<file path="src/rtl/fir_pkg.sv">
// Shared types and constants for the 29-tap symmetric complex FIR control path.
package fir_pkg;

    typedef enum logic [1:0] {
        IDLE  = 2'd0,
        LOAD  = 2'd1,
        RUN   = 2'd2,
        DRAIN = 2'd3
    } firc_state_t;

    localparam int FIR_TAPS      = 29;
    localparam int FIR_NCOEF     = 15;
    localparam int FIR_COEF_AMIN = 1;
    localparam int FIR_COEF_AMAX = 15;

    // True when addr names one of the unique coefficients.
    function automatic logic coef_addr_legal(input logic [4:0] addr);
        return (addr >= 5'(FIR_COEF_AMIN)) && (addr <= 5'(FIR_COEF_AMAX));
    endfunction

endpackage

</file>
<file path="src/rtl/firc_credit.sv">
// Credit counter tracking occupied entries of the downstream output buffer.
// An increment is only honoured while not full, a decrement only while
// non-empty; both together leave the count unchanged.
module firc_credit #(
    parameter int OBUF_DEPTH = 8,
    parameter int CW         = $clog2(OBUF_DEPTH + 1)
) (
    input  logic clk,
    input  logic reset,
    input  logic inc,
    input  logic dec,
    output logic full
);

    logic [CW-1:0] count_r;
    logic          inc_ok_s;
    logic          dec_ok_s;

    assign full     = (count_r == CW'(OBUF_DEPTH));
    assign inc_ok_s = inc && !full;
    assign dec_ok_s = dec && (count_r != {CW{1'b0}});

    // Count register: saturating up/down with simultaneous inc/dec cancelling.
    always_ff @(posedge clk) begin
        if (reset) begin
            count_r <= {CW{1'b0}};
        end else if (inc_ok_s && !dec_ok_s) begin
            count_r <= count_r + CW'(1);
        end else if (!inc_ok_s && dec_ok_s) begin
            count_r <= count_r - CW'(1);
        end else begin
            count_r <= count_r;
        end
    end

endmodule

</file>
<file path="src/rtl/firc_ctrl.sv">
// Control and sequencing for the 29-tap symmetric complex FIR: coefficient
// load tracking, credit-gated sample acceptance, shift enable and a
// latency-matched PushOut for the MAC pipeline.
// Optional build macro FIRC_WARMUP_EN: the first TAPS-1 accepted samples
// after each RUN entry shift the delay line but are neither credited nor
// reported through PushOut.
module firc_ctrl
    import fir_pkg::*;
#(
    parameter int TAPS       = FIR_TAPS,
    parameter int MAC_LAT    = 4,
    parameter int OBUF_DEPTH = 8
) (
    input  logic       Clk,
    input  logic       Reset,
    input  logic       PushIn,
    output logic       StopIn,
    input  logic       PushCoef,
    input  logic [4:0] CoefAddr,
    input  logic       Flush,
    input  logic       OutPop,
    output logic       coef_we,
    output logic [4:0] coef_waddr,
    output logic       shift_en,
    output logic       PushOut,
    output logic       Ready,
    output logic       CoefErr
);

    localparam int NCOEF = (TAPS + 1) / 2;

    firc_state_t        state_r;
    firc_state_t        state_next_s;
    logic [NCOEF-1:0]   loaded_r;
    logic [NCOEF-1:0]   addr_hot_s;
    logic               coef_err_r;
    logic [MAC_LAT-1:0] lat_line_r;
    logic [MAC_LAT:0]   lat_ext_s;

    logic               addr_ok_s;
    logic               all_loaded_s;
    logic               line_empty_s;
    logic               credit_full_s;
    logic               stop_s;
    logic               accept_s;
    logic               credited_s;
    logic               we_s;
    logic [4:0]         waddr_s;
    logic               err_set_s;
    logic               enter_load_s;
    logic               clr_load_s;

    assign addr_ok_s    = coef_addr_legal(CoefAddr);
    assign all_loaded_s = &loaded_r;
    assign line_empty_s = (lat_line_r == {MAC_LAT{1'b0}});

    // One-hot view of the write address over the coefficient bitmap.
    always_comb begin
        addr_hot_s = {NCOEF{1'b0}};
        for (int i = 0; i < NCOEF; i++) begin
            addr_hot_s[i] = (CoefAddr == 5'(i + 1));
        end
    end

    // Next-state and per-cycle strobes; writes and accepts act in the same cycle.
    always_comb begin
        state_next_s = state_r;
        stop_s       = 1'b1;
        accept_s     = 1'b0;
        we_s         = 1'b0;
        waddr_s      = 5'd0;
        err_set_s    = 1'b0;
        enter_load_s = 1'b0;
        clr_load_s   = 1'b0;
        case (state_r)
            IDLE: begin
                if (PushCoef) begin
                    state_next_s = LOAD;
                    enter_load_s = 1'b1;
                    if (addr_ok_s) begin
                        we_s    = 1'b1;
                        waddr_s = CoefAddr;
                    end else begin
                        err_set_s = 1'b1;
                    end
                end else begin
                    state_next_s = IDLE;
                end
            end
            LOAD: begin
                if (PushCoef) begin
                    if (addr_ok_s) begin
                        we_s    = 1'b1;
                        waddr_s = CoefAddr;
                    end else begin
                        err_set_s = 1'b1;
                    end
                end else if (all_loaded_s) begin
                    state_next_s = RUN;
                end else begin
                    state_next_s = LOAD;
                end
            end
            RUN: begin
                // Flush closes the input at once so nothing new enters the drain.
                stop_s    = credit_full_s || Flush;
                accept_s  = PushIn && !stop_s;
                err_set_s = PushCoef;
                if (Flush) begin
                    state_next_s = DRAIN;
                end else begin
                    state_next_s = RUN;
                end
            end
            DRAIN: begin
                err_set_s = PushCoef;
                if (line_empty_s) begin
                    state_next_s = LOAD;
                    enter_load_s = 1'b1;
                    clr_load_s   = 1'b1;
                end else begin
                    state_next_s = DRAIN;
                end
            end
            default: begin
                state_next_s = IDLE;
            end
        endcase
    end

    // State register.
    always_ff @(posedge Clk) begin
        if (Reset) begin
            state_r <= IDLE;
        end else begin
            state_r <= state_next_s;
        end
    end

    // Loaded-coefficient bitmap; cleared when a drain returns to LOAD.
    always_ff @(posedge Clk) begin
        if (Reset) begin
            loaded_r <= {NCOEF{1'b0}};
        end else if (clr_load_s) begin
            loaded_r <= {NCOEF{1'b0}};
        end else if (we_s) begin
            loaded_r <= loaded_r | addr_hot_s;
        end else begin
            loaded_r <= loaded_r;
        end
    end

    // Sticky coefficient-access error; only a drain completion clears it.
    always_ff @(posedge Clk) begin
        if (Reset) begin
            coef_err_r <= 1'b0;
        end else if (clr_load_s) begin
            coef_err_r <= 1'b0;
        end else if (err_set_s) begin
            coef_err_r <= 1'b1;
        end else begin
            coef_err_r <= coef_err_r;
        end
    end

`ifdef FIRC_WARMUP_EN
    logic [4:0] warm_cnt_r;
    logic       warm_done_s;

    assign warm_done_s = (warm_cnt_r == 5'(TAPS - 1));
    assign credited_s  = accept_s && warm_done_s;

    // Warm-up counter: counts uncredited accepts until the delay line is full.
    always_ff @(posedge Clk) begin
        if (Reset) begin
            warm_cnt_r <= 5'd0;
        end else if (enter_load_s) begin
            warm_cnt_r <= 5'd0;
        end else if (accept_s && !warm_done_s) begin
            warm_cnt_r <= warm_cnt_r + 5'd1;
        end else begin
            warm_cnt_r <= warm_cnt_r;
        end
    end
`else
    assign credited_s = accept_s;
`endif

    assign lat_ext_s = {lat_line_r, credited_s};

    // Latency line: a credited accept in cycle t reaches the last stage in t+MAC_LAT.
    always_ff @(posedge Clk) begin
        if (Reset) begin
            lat_line_r <= {MAC_LAT{1'b0}};
        end else begin
            lat_line_r <= lat_ext_s[MAC_LAT-1:0];
        end
    end

    firc_credit #(
        .OBUF_DEPTH (OBUF_DEPTH)
    ) u_credit (
        .clk   (Clk),
        .reset (Reset),
        .inc   (credited_s),
        .dec   (OutPop),
        .full  (credit_full_s)
    );

    assign StopIn     = stop_s;
    assign shift_en   = accept_s;
    assign coef_we    = we_s;
    assign coef_waddr = waddr_s;
    assign PushOut    = lat_line_r[MAC_LAT-1];
    assign Ready      = (state_r == RUN);
    assign CoefErr    = coef_err_r;

endmodule

</file>
<file path="config.mk">
export PLATFORM = sky130hd
export DESIGN_NAME = firc_ctrl
export DESIGN_NICKNAME = d
export VERILOG_FILES = /design/src/rtl/fir_pkg.sv /design/src/rtl/firc_credit.sv /design/src/rtl/firc_ctrl.sv
export SDC_FILE = /design/constraint.sdc
export NUM_CORES = 1
export LEC_CHECK = 0
export CORE_MARGIN = 3
export CORE_UTILIZATION = 41
export DETAILED_ROUTE_END_ITERATION = 7
export GPL_ROUTABILITY_DRIVEN = 0
export PLACE_DENSITY_LB_ADDON = 0.08
export SETUP_SLACK_MARGIN = 0.1
export SLEW_MARGIN = 10
export SYNTH_ARGS = -nofsm -noshare
export SYNTH_HDL_FRONTEND = slang
export SYNTH_HIERARCHICAL = 1
export SYNTH_SLANG_ARGS = --single-unit
</file>
<file path="constraint.sdc">
create_clock -name Clk -period 3.2 [get_ports Clk]
set_input_delay 0.64 -clock Clk [delete_from_list [all_inputs] [get_ports Clk]]
set_output_delay 0.64 -clock Clk [all_outputs]
set_load 0.01 [all_outputs]
</file>
==> results of run 1 <==
cell families (layout without fill, tap and decap cells):
family	count (synthesis)	count (layout)	synth area share [%]
compound gates	27	27	16.0
xor+xnor	2	2	1.45
fa+ha+maj	4	4	4.77
buf+inv	13	37	6.01
flops	26	26	43.1
mux	2	2	1.76
other cells	1	1	0.311
simple gates	53	53	26.6
power groups by stage:
stage / combinational [µW] / clock (µW) / sequential [µW]
2_1_floorplan: 26.2 / 0 / 336
3_3_place_gp: 55.1 / 0 / 336
3_5_place_dp: 55.8 / 0 / 336
4_1_cts: 56.0 / 172 / 329
5_1_grt: 60.8 / 187 / 330
6_report: 55.9 / 167 / 329
cell type report:
type,instances,area [µm²]
multi-input cells,89,614
repair buffers,26,245
clock buffers,4,36.3
fillers,264,1300
flip-flops and latches,26,520
inverters,7,26.3
well taps,31,38.8
final timing paths:
path | slack, ns | from | end | cells after the start
worst min register to register | 0.46 | CoefErr$_SDFFE_PP0P_ | CoefErr$_SDFFE_PP0P_ | 2
worst max register to register | 0.43 | u_credit/count_r[0]$_SDFFE_PP0P_ | u_credit/count_r[3]$_SDFFE_PP0P_ | 11
worst max-delay path | 0.26 | CoefAddr[4] | coef_waddr[1] | 4
worst min-delay path | 0.46 | CoefErr$_SDFFE_PP0P_ | CoefErr$_SDFFE_PP0P_ | 2
per-layer routing:
metal	up-vias	GRT usage, %	share of wire, %
met5	-	0	0
met4	0	7.28	1.8
met3	6	2.59	3.8
met2	22	22.8	44
met1	464	22.6	50
li1	512	-	-
critical path, stage by stage:
cell	delay, ns
clkdlybuf4s50_1	0.56
nor3b_2	0.38
and2_1	0.18
clkdlybuf4s50_1	0.54
cells in the mapped netlist, types with 2 or more instances:
cell type,number,area share [%]
a21oi_1,3,1.2
a221oi_1,2,1.5
a31oi_1,16,8.3
and2_1,3,1.6
buf_4,2,1.2
buf_6,2,1.9
dfxtp_1,26,43
ha_1,3,3.1
inv_1,7,2.2
nand3_1,2,0.83
nand4_1,3,1.6
nor2_1,18,5.6
nor2_2,6,3.1
nor2b_1,6,3.1
nor3b_1,2,1.2
nor4_1,2,1.0
nor4b_1,2,1.5
o41ai_1,2,1.5
sequential cells by signal, indices dropped and copies added, names as in the netlist:
signal	count
u_credit/count_r	4
loaded_r	15
CoefErr	1
lat_line_r	4
state_r	2
metrics by stage:
stage	util [%]	power, µW
detailed placement	52.0	392
floorplan	-	362
global placement	52.0	391
finish	53.3	552
global route	53.3	578
CTS	53.3	558
==> impl_metrics.env, run 1 <==
export IMPL_p_clk_share_pct=30.3
export IMPL_routed_wl_um=2560
export IMPL_critPathLaunchType="input port"
export IMPL_drive_gt1_share_pct=14.5
export IMPL_slew_headroom_pct=53.2
export IMPL_worstPathRequired_ns=2.56
export IMPL_first_global_vias=942
export IMPL_fin_cells=183
export IMPL_fin_skew_ns=0.00449
export IMPL_arrival_ns=2.30
export IMPL_mostFrequentLayoutCell="dfxtp_1"
export IMPL_worstSetupEndpointType="output pin"
export IMPL_port_buffers=20
export IMPL_drtPass1Iterations=4
export IMPL_finalInstanceArea_um2=1480
export IMPL_yosysWarnings=6
export IMPL_cts_tree="yes"
export IMPL_yosysUniqueCellTypes=39
export IMPL_cts_resized_gates=0
export IMPL_place_inst=179
export IMPL_hold_viol=0
export IMPL_antenna_found_initial=0
export IMPL_synthFlopType="dfxtp_1"
export IMPL_rows=19
export IMPL_sw_frac_of_total_pct=23.2
export IMPL_drc_errors=0
export IMPL_internal_power_uw=424
export IMPL_pre_cts_ws_ns=-0.0375
export IMPL_nets=168
export IMPL_die_h_um=60.3
export IMPL_p_seq_share_pct=59.6
export IMPL_final_max_slew_viol_count=0
export IMPL_numCtsBuffers=3
export IMPL_layout_common_cells="dfxtp_1 (26), clkdlybuf4s50_1 (20), nor2_1 (18), a31oi_1 (16), inv_1 (7)"
export IMPL_post_cts_buffers=0
export IMPL_synth_nets=143
export IMPL_syn_avg_cell_area_um2=9.43
export IMPL_clk_pin_slew_worst_paths_ns=0.13
export IMPL_start_util_pct=43.4
export IMPL_grtUsageTotal_pct=15.8
export IMPL_dieArea_um2=3630
export IMPL_syn_inst=128
export IMPL_core_um2=2780
export IMPL_power_leakage_uw=0.000553
export IMPL_place_area_um2=1450
export IMPL_drt_initial_drc_count=38
export IMPL_fin_tns_setup_ns=0
export IMPL_wl_per_cell_um=14.0
export IMPL_min_path_type="reg2reg"
export IMPL_ys_seq_area_share_pct=43.1
export IMPL_critPathKind="in2out"
export IMPL_synth_edff_count=0
export IMPL_clkSinkCount=26
export IMPL_fin_ws_ns=0.255
export IMPL_synth_seq_cells=26
export IMPL_whs_ns=0.465
export IMPL_status="finished, final reports clean"
export IMPL_die_w_um=60.3
export IMPL_grt_overflow_total=0
export IMPL_vias=1004
export IMPL_cts_root_buf="clkbuf_4"
export IMPL_peakVddDrop_mv=0.212
export IMPL_ys_async_sr_fraction_pct=0
export IMPL_vias_per_cell=5.49
export IMPL_setup_viol=0
export IMPL_clock_path_buffers=2
export IMPL_grt_start_max_net_pins=17
export IMPL_design_portCount=22
export IMPL_crit_path_max_fanout=8
export IMPL_drv_cap=0
export IMPL_tightest_slew_ns=0.701
export IMPL_p_per_area_nw_per_um2=373
export IMPL_post_route_period_util_pct=92.0
export IMPL_ant_nets=0
export IMPL_place_hpwl_um=1960
export IMPL_grt_pass1_wl_um=4290
export IMPL_finalCriticalPeriod_ns=2.94
export IMPL_h_tree_depth=1
export IMPL_combPwrFrac_pct=10.1
export IMPL_clock_latency_ns=0.32
export IMPL_antenna_cells=0
export IMPL_syn_to_final_growth_pct=22.7
export IMPL_rsz0062_at_grt="no"
export IMPL_postCtsHoldBufs=0
export IMPL_max_freq_mhz=340
export IMPL_switchingPower_uw=128
export IMPL_synth_cell_area_um2=1210
Power figures use the tool's default switching activity.
==> inputs of run 2 (changes only) <==
--- a/config.mk
+++ b/config.mk
@@ -7,6 +7,7 @@
 export LEC_CHECK = 0
 export CORE_MARGIN = 3
 export CORE_UTILIZATION = 41
+export CTS_CLUSTER_SIZE = 16
 export DETAILED_ROUTE_END_ITERATION = 7
 export GPL_ROUTABILITY_DRIVEN = 0
 export PLACE_DENSITY_LB_ADDON = 0.08
==> results of run 2 <==
Same layout as run 1: the final DEF is identical, and so are final timing and power.
